$ cat src/rtl/psum_reduce_pkg.sv
// psum_reduce_pkg: shared FSM state type, result-width helper and saturation bounds for psum_reduce_hub
package psum_reduce_pkg;
  typedef enum logic [1:0] {COLLECT, REDUCE, HOLD} state_t;
  localparam int BW_PSUM_DEF = 19;
  localparam int SUM_W_DEF = BW_PSUM_DEF + 4;
  function automatic int acc_w(int n_core, int sum_w);
    return sum_w + $clog2(n_core);
  endfunction
  function automatic longint sat_hi(int sum_w);
    return (longint'(1) <<< (sum_w - 1)) - 1;
  endfunction
  function automatic longint sat_lo(int sum_w);
    return -(longint'(1) <<< (sum_w - 1));
  endfunction
  localparam longint SAT_HI_DEF = sat_hi(SUM_W_DEF);
  localparam longint SAT_LO_DEF = sat_lo(SUM_W_DEF);
endpackage

$ cat src/rtl/psum_fifo.sv
// psum_fifo: first-word-fall-through sync FIFO for one core's partial sums
// Ports: clk, reset (sync, active-high), i_push/i_din write side, i_pop read side,
//        o_head current head word, o_full/o_empty occupancy flags.
// A pop and a push in the same cycle both take effect, even when full.
module psum_fifo #(
  parameter int W = 23,
  parameter int DEPTH = 4
) (
  input  logic         clk,
  input  logic         reset,
  input  logic         i_push,
  input  logic         i_pop,
  input  logic [W-1:0] i_din,
  output logic [W-1:0] o_head,
  output logic         o_full,
  output logic         o_empty
);
  localparam int AW = $clog2(DEPTH);
  logic [W-1:0] r_mem [DEPTH];
  logic [AW-1:0] r_wp, r_rp;
  logic [AW:0] r_count;
  logic w_push, w_pop;
  assign o_empty = r_count == '0;
  assign o_full = r_count == (AW+1)'(DEPTH);
  assign o_head = r_mem[r_rp];
  assign w_pop = i_pop && !o_empty;
  assign w_push = i_push && (!o_full || w_pop);
  always_ff @(posedge clk) begin
    if (reset) begin
      r_wp <= '0;
      r_rp <= '0;
      r_count <= '0;
    end else begin
      if (w_push) begin
        r_mem[r_wp] <= i_din;
        r_wp <= r_wp + 1'b1;
      end
      if (w_pop) r_rp <= r_rp + 1'b1;
      r_count <= r_count + {{AW{1'b0}}, w_push} - {{AW{1'b0}}, w_pop};
    end
  end
endmodule

$ cat src/rtl/psum_reduce_hub.sv
// psum_reduce_hub: N-core partial-sum FIFO/reduce/broadcast hub with per-core acknowledge
// Ports: clk, reset (sync, active-high); core_mask participation; wr_sum/sum_in/wr_ready per-core push;
//        sum_out/sum_out_valid broadcast result; rd_sum per-core ack; overflow sticky drop flags;
//        sat_flag sticky clamp flag.
// Build option: define PSUM_SATURATE_EN to clamp results to the signed SUM_W range.
module psum_reduce_hub
  import psum_reduce_pkg::*;
#(
  parameter int N_CORE = 2,
  parameter int BW_PSUM = BW_PSUM_DEF,
  parameter int SUM_W = BW_PSUM + 4,
  parameter int FIFO_DEPTH = 4,
  parameter int ACC_W = acc_w(N_CORE, SUM_W)
) (
  input  logic                    clk,
  input  logic                    reset,
  input  logic [N_CORE-1:0]       core_mask,
  input  logic [N_CORE-1:0]       wr_sum,
  input  logic [N_CORE*SUM_W-1:0] sum_in,
  output logic [N_CORE-1:0]       wr_ready,
  output logic [ACC_W-1:0]        sum_out,
  output logic                    sum_out_valid,
  input  logic [N_CORE-1:0]       rd_sum,
  output logic [N_CORE-1:0]       overflow,
  output logic                    sat_flag
);
  state_t r_state;
  logic [N_CORE-1:0] r_mask, r_ack, r_ovf;
  logic [N_CORE-1:0] w_full, w_empty, w_pop;
  logic [SUM_W-1:0] w_head [N_CORE];
  logic [ACC_W-1:0] r_sum;
  logic r_valid;
  logic signed [ACC_W-1:0] w_sum, w_res;
  assign w_pop = (r_state == REDUCE) ? r_mask : '0;
  assign wr_ready = reset ? '0 : (~w_full | w_pop);
  for (genvar g = 0; g < N_CORE; g++) begin : g_fifo
    psum_fifo #(.W(SUM_W), .DEPTH(FIFO_DEPTH)) u_fifo (
      .clk(clk),
      .reset(reset),
      .i_push(wr_sum[g]),
      .i_pop(w_pop[g]),
      .i_din(sum_in[g*SUM_W +: SUM_W]),
      .o_head(w_head[g]),
      .o_full(w_full[g]),
      .o_empty(w_empty[g])
    );
  end
  // unmasked lanes contribute zero; heads are sign-extended to ACC_W
  always_comb begin
    w_sum = '0;
    for (int i = 0; i < N_CORE; i++)
      w_sum = w_sum + (r_mask[i] ? {{(ACC_W-SUM_W){w_head[i][SUM_W-1]}}, w_head[i]} : '0);
  end
`ifdef PSUM_SATURATE_EN
  localparam logic signed [ACC_W-1:0] SAT_HI = ACC_W'(sat_hi(SUM_W));
  localparam logic signed [ACC_W-1:0] SAT_LO = ACC_W'(sat_lo(SUM_W));
  logic r_sat, w_hi, w_lo;
  assign w_hi = w_sum > SAT_HI;
  assign w_lo = w_sum < SAT_LO;
  assign w_res = w_hi ? SAT_HI : w_lo ? SAT_LO : w_sum;
  assign sat_flag = r_sat;
  always_ff @(posedge clk) begin
    if (reset) r_sat <= 1'b0;
    else if (r_state == REDUCE && (w_hi || w_lo)) r_sat <= 1'b1;
  end
`else
  assign w_res = w_sum;
  assign sat_flag = 1'b0;
`endif
  always_ff @(posedge clk) begin
    if (reset) begin
      r_state <= COLLECT;
      r_mask <= '0;
      r_ack <= '0;
      r_ovf <= '0;
      r_sum <= '0;
      r_valid <= 1'b0;
    end else begin
      r_ovf <= r_ovf | (wr_sum & w_full & ~w_pop);
      case (r_state)
        COLLECT:
          if (core_mask != '0 && (core_mask & w_empty) == '0) begin
            r_mask <= core_mask;
            r_state <= REDUCE;
          end
        REDUCE: begin
          r_sum <= w_res;
          r_valid <= 1'b1;
          r_ack <= '0;
          r_state <= HOLD;
        end
        HOLD: begin
          r_ack <= r_ack | (rd_sum & r_mask);
          if (((r_ack | rd_sum) & r_mask) == r_mask) begin
            r_valid <= 1'b0;
            r_state <= COLLECT;
          end
        end
        default: r_state <= COLLECT;
      endcase
    end
  end
  assign sum_out = r_sum;
  assign sum_out_valid = r_valid;
  assign overflow = r_ovf;
endmodule
$ cat config.mk
export PLATFORM = sky130hd
export DESIGN_NAME = psum_reduce_hub
export DESIGN_NICKNAME = d
export VERILOG_FILES = /design/src/rtl/psum_reduce_pkg.sv /design/src/rtl/psum_fifo.sv /design/src/rtl/psum_reduce_hub.sv
export SDC_FILE = /design/constraint.sdc
export NUM_CORES = 1
export LEC_CHECK = 0
export CORE_MARGIN = 2
export CORE_UTILIZATION = 30
export CTS_CLUSTER_SIZE = 14
export DETAILED_ROUTE_END_ITERATION = 6
export PLACE_DENSITY = 0.5
export REMOVE_ABC_BUFFERS = 1
export SLEW_MARGIN = 10
export SYNTH_ARGS = -nofsm -noshare
export SYNTH_HDL_FRONTEND = slang
export SYNTH_SLANG_ARGS = --single-unit
$ cat constraint.sdc
create_clock -name clk -period 3.3 [get_ports clk]
set_clock_uncertainty 0.05 [all_clocks]
set_input_delay 0.495 -clock clk [delete_from_list [all_inputs] [get_ports clk]]
set_output_delay 0.495 -clock clk [all_outputs]
set_load 0.02 [all_outputs]
# Yosys cells after proc, flatten, opt, wreduce, memory -nomap -nowiden
# Memories as Yosys holds them, arrays and structs flattened. A register that Yosys moved wholly into a read port is not among the register bits.
# Index checks and enable logic that the tools add are counted.
# W data, S select, Z words.
# classes
bitwise	11
eq_ne	7
mux	20
n_reduce_logical	20
add_sub_neg	9
# ops
operator	count
$mux W24	2
$add A24 B24 Y24	1
$mux W2	8
$and A2 B2 Y2	5
$add A2 B1 Y2 const B	4
$or A2 B2 Y2	4
$mux W1	7
$add A3 B1 Y3	2
$eq A3 B3 Y1 const B	2
$logic_not A3 Y1	2
$pmux W2 S3	1
$reduce_and A2 Y1	3
$sub A3 B1 Y3	2
$logic_and A1 B1 Y1	5
$logic_not A1 Y1	4
$logic_not A2 Y1	2
$ne A2 B2 Y1 const B	2
$not A2 Y2	2
$pmux W2 S2	1
$reduce_bool A2 Y1	2
$eq A2 B1 Y1 const B	1
$eq A2 B2 Y1	1
$eq A2 B2 Y1 const B	1
$logic_or A1 B1 Y1	2
$pmux W1 S2	1
# word_totals
mem_count	2
ramBits	184
wordCells	81
output_inout_bits	30
inputBits	54
ff_bits	47
# memory_table
name	words	word_bits	rd	rd_clocked_by_memory_dff	write_ports	line	rtl
g_fifo[0].u_fifo.r_mem	4	23	1	1	1	psum_fifo.sv:19	logic [W-1:0] r_mem [DEPTH];
g_fifo[1].u_fifo.r_mem	4	23	1	1	1	psum_fifo.sv:19	

# Depth between registers and ports, before layout
# Gate-level depths: netlist (run 1).
# logic_depth
depth_word	8
mapped_depth	13
mapped_depth_nobuf	12

# Cells and area by module
# A second synthesis (run 1) with hierarchy kept.
# unflattened
cells_unflattened	693
hier_area_um2	10377.5
# modules_own_cells
module	seq_area_each_um2	area_per_inst_um2	cells_each	instances
psum_fifo	2942.8	3791.1	168	2
psum_reduce_hub	660.6	2795.2	357	1

# Worst setup path after synthesis (run 1)
# Ideal clock, no wire load.
# synth_timing
kind	register to register
start	reg (tool-made name)
end	reg r_sum[20] (netlist: sum_out[20])
synth_period_minus_slack_ns	3.409
setup_slack_ns	-0.109
required_ns	3.133
setup_time_ns	0.117
arrival_ns	3.242
n_path_buf	2
stages_incl_launch_ff	12
cell_sequence	dfxtp_1 -> clkbuf_1 -> buf_2 -> mux4_2 -> and2_1 -> fa_1 -> a21oi_2 -> o211ai_2 -> a31oi_2 -> nor4_1 -> or3_1 -> a32o_1
# synth_rtl
item	line	rtl
end signal, assigned	psum_reduce_hub.sv:87	r_sum <= w_res;
end, declared	psum_reduce_hub.sv:31	logic [ACC_W-1:0] r_sum;

==> flow_summary.yaml, run 1 <==
worst_hold_path:
  timing.hold.worst.class: "input pin to flip-flop"
  hold_depth: 2
die:
  die_y_um: 190
  boundary_pins: 84
  initial_core_util_pct: 30.7
  placeableCoreArea_um2: 33700
  dieWidth_um: 190
  dieArea_um2: 35900
  fp-row-count: 67
synthesis:
  post_synth_mux_area_share_pct: 11.2
  synth_seq_cells: 235
  simple_gate_portion_of_the_synthesized_area_pct: 9.89
  postSynth.topFlopCell: "sky130_fd_sc_hd__edfxtp_1"
  synth-edff-count: 184
  syn-instance-count: 703
  synth.lib_cells_used.distinct: 65
  synthXorXnorAreaFrac_pct: 1.78
  avgSynthCellArea_um2: 14.7
  synth_sequential_area_ratio_pct: 63.4
  synth_adder_area_share_pct: 5.30
  synth_cell_area_um2: 10300
  async_reset_ff_share_pct: 0
  synth_compound_area_share_pct: 6.23
  synth-warning-count: 0
  synth_top_family_by_area: "multiplexers"
grt:
  gr-total-overflow: 0
  track_usage_pct: 13.3
  grt_pass1_vias: 6265
  grt_antenna_before_repair: 0
  grt_first_pass_wirelength_um: 36600
  pin_count_of_the_biggest_net_entering_global_routing: 29
critical_path:
  cp_data_required_time_ns: 3.67
  critPathLaunchType: "flip-flop"
  critical_path.endpoint_type: "flip-flop"
  r2r_cells: 12
  crit_arrival_ns: 3.55
  timing_worst_setup_path_type: "flip-flop to flip-flop"
  cp_max_fo: 10
sta:
  slew_viol_final: 0
  timing.final.setup_violations: 0
  layout_min_cycle_time_ns: 3.18
  worst_pin_slew_ns: 0.617
  timing_hold_violations_final: 0
  setup_repair_after_global_routing_missed_its_margin: "yes"
  maxClockFrequency_mhz: 315
  slew_headroom_pct: 58.9
  timing.setup.tns_ns: 0
  timing.final.crit_share_pct: 96.3
cts:
  worst_setup_hold_path_clk_slew_ns: 0.06
  tritoncts_clock_tree: "yes"
  tritoncts_num_sinks: 235
  clockRootBuffer: "sky130_fd_sc_hd__clkbuf_16"
  cts_hold_buf: 0
  cts_buffers: 27
  clock_path_buffers: 3
  clk-insertion-delay-late_ns: 0.53
  h_tree_level_count: 1
detailed_routing:
  routed-via-count: 6060
  routed_via_density: 4.64
  route.antenna.remaining_nets: 0
  first_pass_iters: 4
  route.detailed.drc: 0
  drt_iter0_drc: 324
  detail_route.wl_per_cell_um: 18.2
  routed_wl_um: 23800
cells_and_area:
  layout_commonest_cell: "sky130_fd_sc_hd__edfxtp_1"
  most-common-layout-cells: "sky130_fd_sc_hd__edfxtp_1, sky130_fd_sc_hd__clkdlybuf4s50_1, sky130_fd_sc_hd__nor2_1"
  drive_above_1_share_pct: 18.1
  final_net_count: 932
  syn2layout_area_growth_pct: 25.3
  insertedDiodeCount: 0
placed_design:
  numPortBuffers: 82
  place_hpwl_um: 16600
  gp_routability_congestion: 0.841
status:
  run_status: "finished, final reports clean"
job:
  drv.max_cap_violation_count: 0
power:
  cellLeakagePower_nw: 4.50
  power.density_nw_per_um2: 608
  power.total_w: 0.00787
  worst_ir_drop_vdd_mv: 0.344
## Yosys cell counts, types with 12 or more instances
| master | instances | area share, % |
|---|---|---|
| sky130_fd_sc_hd__inv_1 | 26 | 0.94 |
| sky130_fd_sc_hd__and2_1 | 49 | 3.0 |
| sky130_fd_sc_hd__edfxtp_1 | 184 | 53 |
| sky130_fd_sc_hd__dfxtp_1 | 51 | 9.9 |
| sky130_fd_sc_hd__xnor2_1 | 17 | 1.4 |
| sky130_fd_sc_hd__a21oi_1 | 22 | 1.1 |
| sky130_fd_sc_hd__mux2i_1 | 12 | 1.2 |
| sky130_fd_sc_hd__nor2_1 | 50 | 1.8 |
| sky130_fd_sc_hd__nand2_1 | 37 | 1.3 |
| sky130_fd_sc_hd__ha_1 | 39 | 4.7 |
| sky130_fd_sc_hd__mux4_2 | 46 | 10 |
| sky130_fd_sc_hd__clkbuf_1 | 22 | 0.80 |
## final timing paths
check | start | slack (ns) | endpoint
setup / recovery | flip-flop | 0.12 | sum_out[20]
hold / removal | reset | 0.35 | g_fifo[1].u_fifo.r_count[1]
setup reg to reg | flip-flop | 0.12 | sum_out[20]
hold reg to reg | sum_out[15] | 0.40 | sum_out[15]
## logic make-up (layout without fill, tap and decap cells)
logic type      after synthesis  in the layout
flops                       235            235
simple gates                198            198
compound gates               90             90
mux                          58             58
buf+inv                      58            212
fa+ha+maj                    42             42
xor+xnor                     21             21
other cells                   1              1
## repair_timing
action                     in CTS  in global routing
buffers inserted                4                  0
setup endpoints to repair       1                 12
pin swaps                       1                  3
resized for setup               0                 17
## routing by layer
| metal | up-vias | track usage [%] | wire length (um) |
|---|---|---|---|
| li1 | 2938 | - | - |
| met1 | 2967 | 18.6 | 11300 |
| met2 | 122 | 21.8 | 11100 |
| met3 | 33 | 2.16 | 897 |
| met4 | 0 | 3.19 | 466 |
| met5 | - | 0 | 0 |
## through the flow
step	cells	instance area [um2]	hold WS (ns)	setup slack (ns)	utilization, %
6_report	1305	12900	0.354	0.121	38.4
5_1_grt	1305	12900	0.384	-0.0380	38.4
4_1_cts	1305	12900	0.355	0.00167	38.1
3_5_place_dp	1251	12000	0.396	0.000492	35.5
3_3_place_gp	1251	12000	0.395	0.0527	35.5
2_1_floorplan	671	10200	0.427	-0.585	-
## area by class of cell
cell class,count,area [um2]
Clock buffer,33,698
Multi-Input combinational cell,410,3640
Sequential cell,235,6550
Clock inverter,17,135
Tap cell,448,561
Inverter,26,97.6
Timing Repair Buffer,136,1270
Fill cell,3202,20800
## sequential cells by signal, indices dropped and copies added, names as in the netlist, named ones only
| name | flops |
|---|---|
| g_fifo.u_fifo.r_wp | 4 |
| r_ack | 2 |
| sum_out | 24 |
| overflow | 2 |
| g_fifo.u_fifo.r_rp | 4 |
| r_state | 2 |
| g_fifo.u_fifo.r_mem | 184 |
| g_fifo.u_fifo.r_count | 6 |
| sum_out_valid | 1 |
| r_mask | 2 |
## critical path, cell delays in order (launching register included)
cell,delay (ns)
sky130_fd_sc_hd__dfxtp_2,0.36
sky130_fd_sc_hd__buf_12,0.15
sky130_fd_sc_hd__mux4_2,0.50
sky130_fd_sc_hd__and2_1,0.17
sky130_fd_sc_hd__ha_1,0.20
sky130_fd_sc_hd__fa_2,0.38
sky130_fd_sc_hd__a21oi_4,0.17
sky130_fd_sc_hd__o211ai_2,0.11
sky130_fd_sc_hd__a31oi_2,0.22
sky130_fd_sc_hd__buf_6,0.15
sky130_fd_sc_hd__nor4_1,0.06
sky130_fd_sc_hd__or3_1,0.31
sky130_fd_sc_hd__a32o_1,0.24
## power by group
| part | total [W] | internal (W) | switching [W] |
|---|---|---|---|
| clock network | 0.00282 | 0.00166 | 0.00116 |
| logic | 0.00149 | 0.000661 | 0.000828 |
| registers | 0.00356 | 0.00344 | 0.000122 |
Note: power is estimated with default switching activity, not from simulation.
==> inputs of run 2 (changes only) <==
ABC_CLOCK_PERIOD_IN_PS = 3300   (was default)
==> results of run 2 <==
The final DEF is identical to that of run 1; final timing and power are the same.
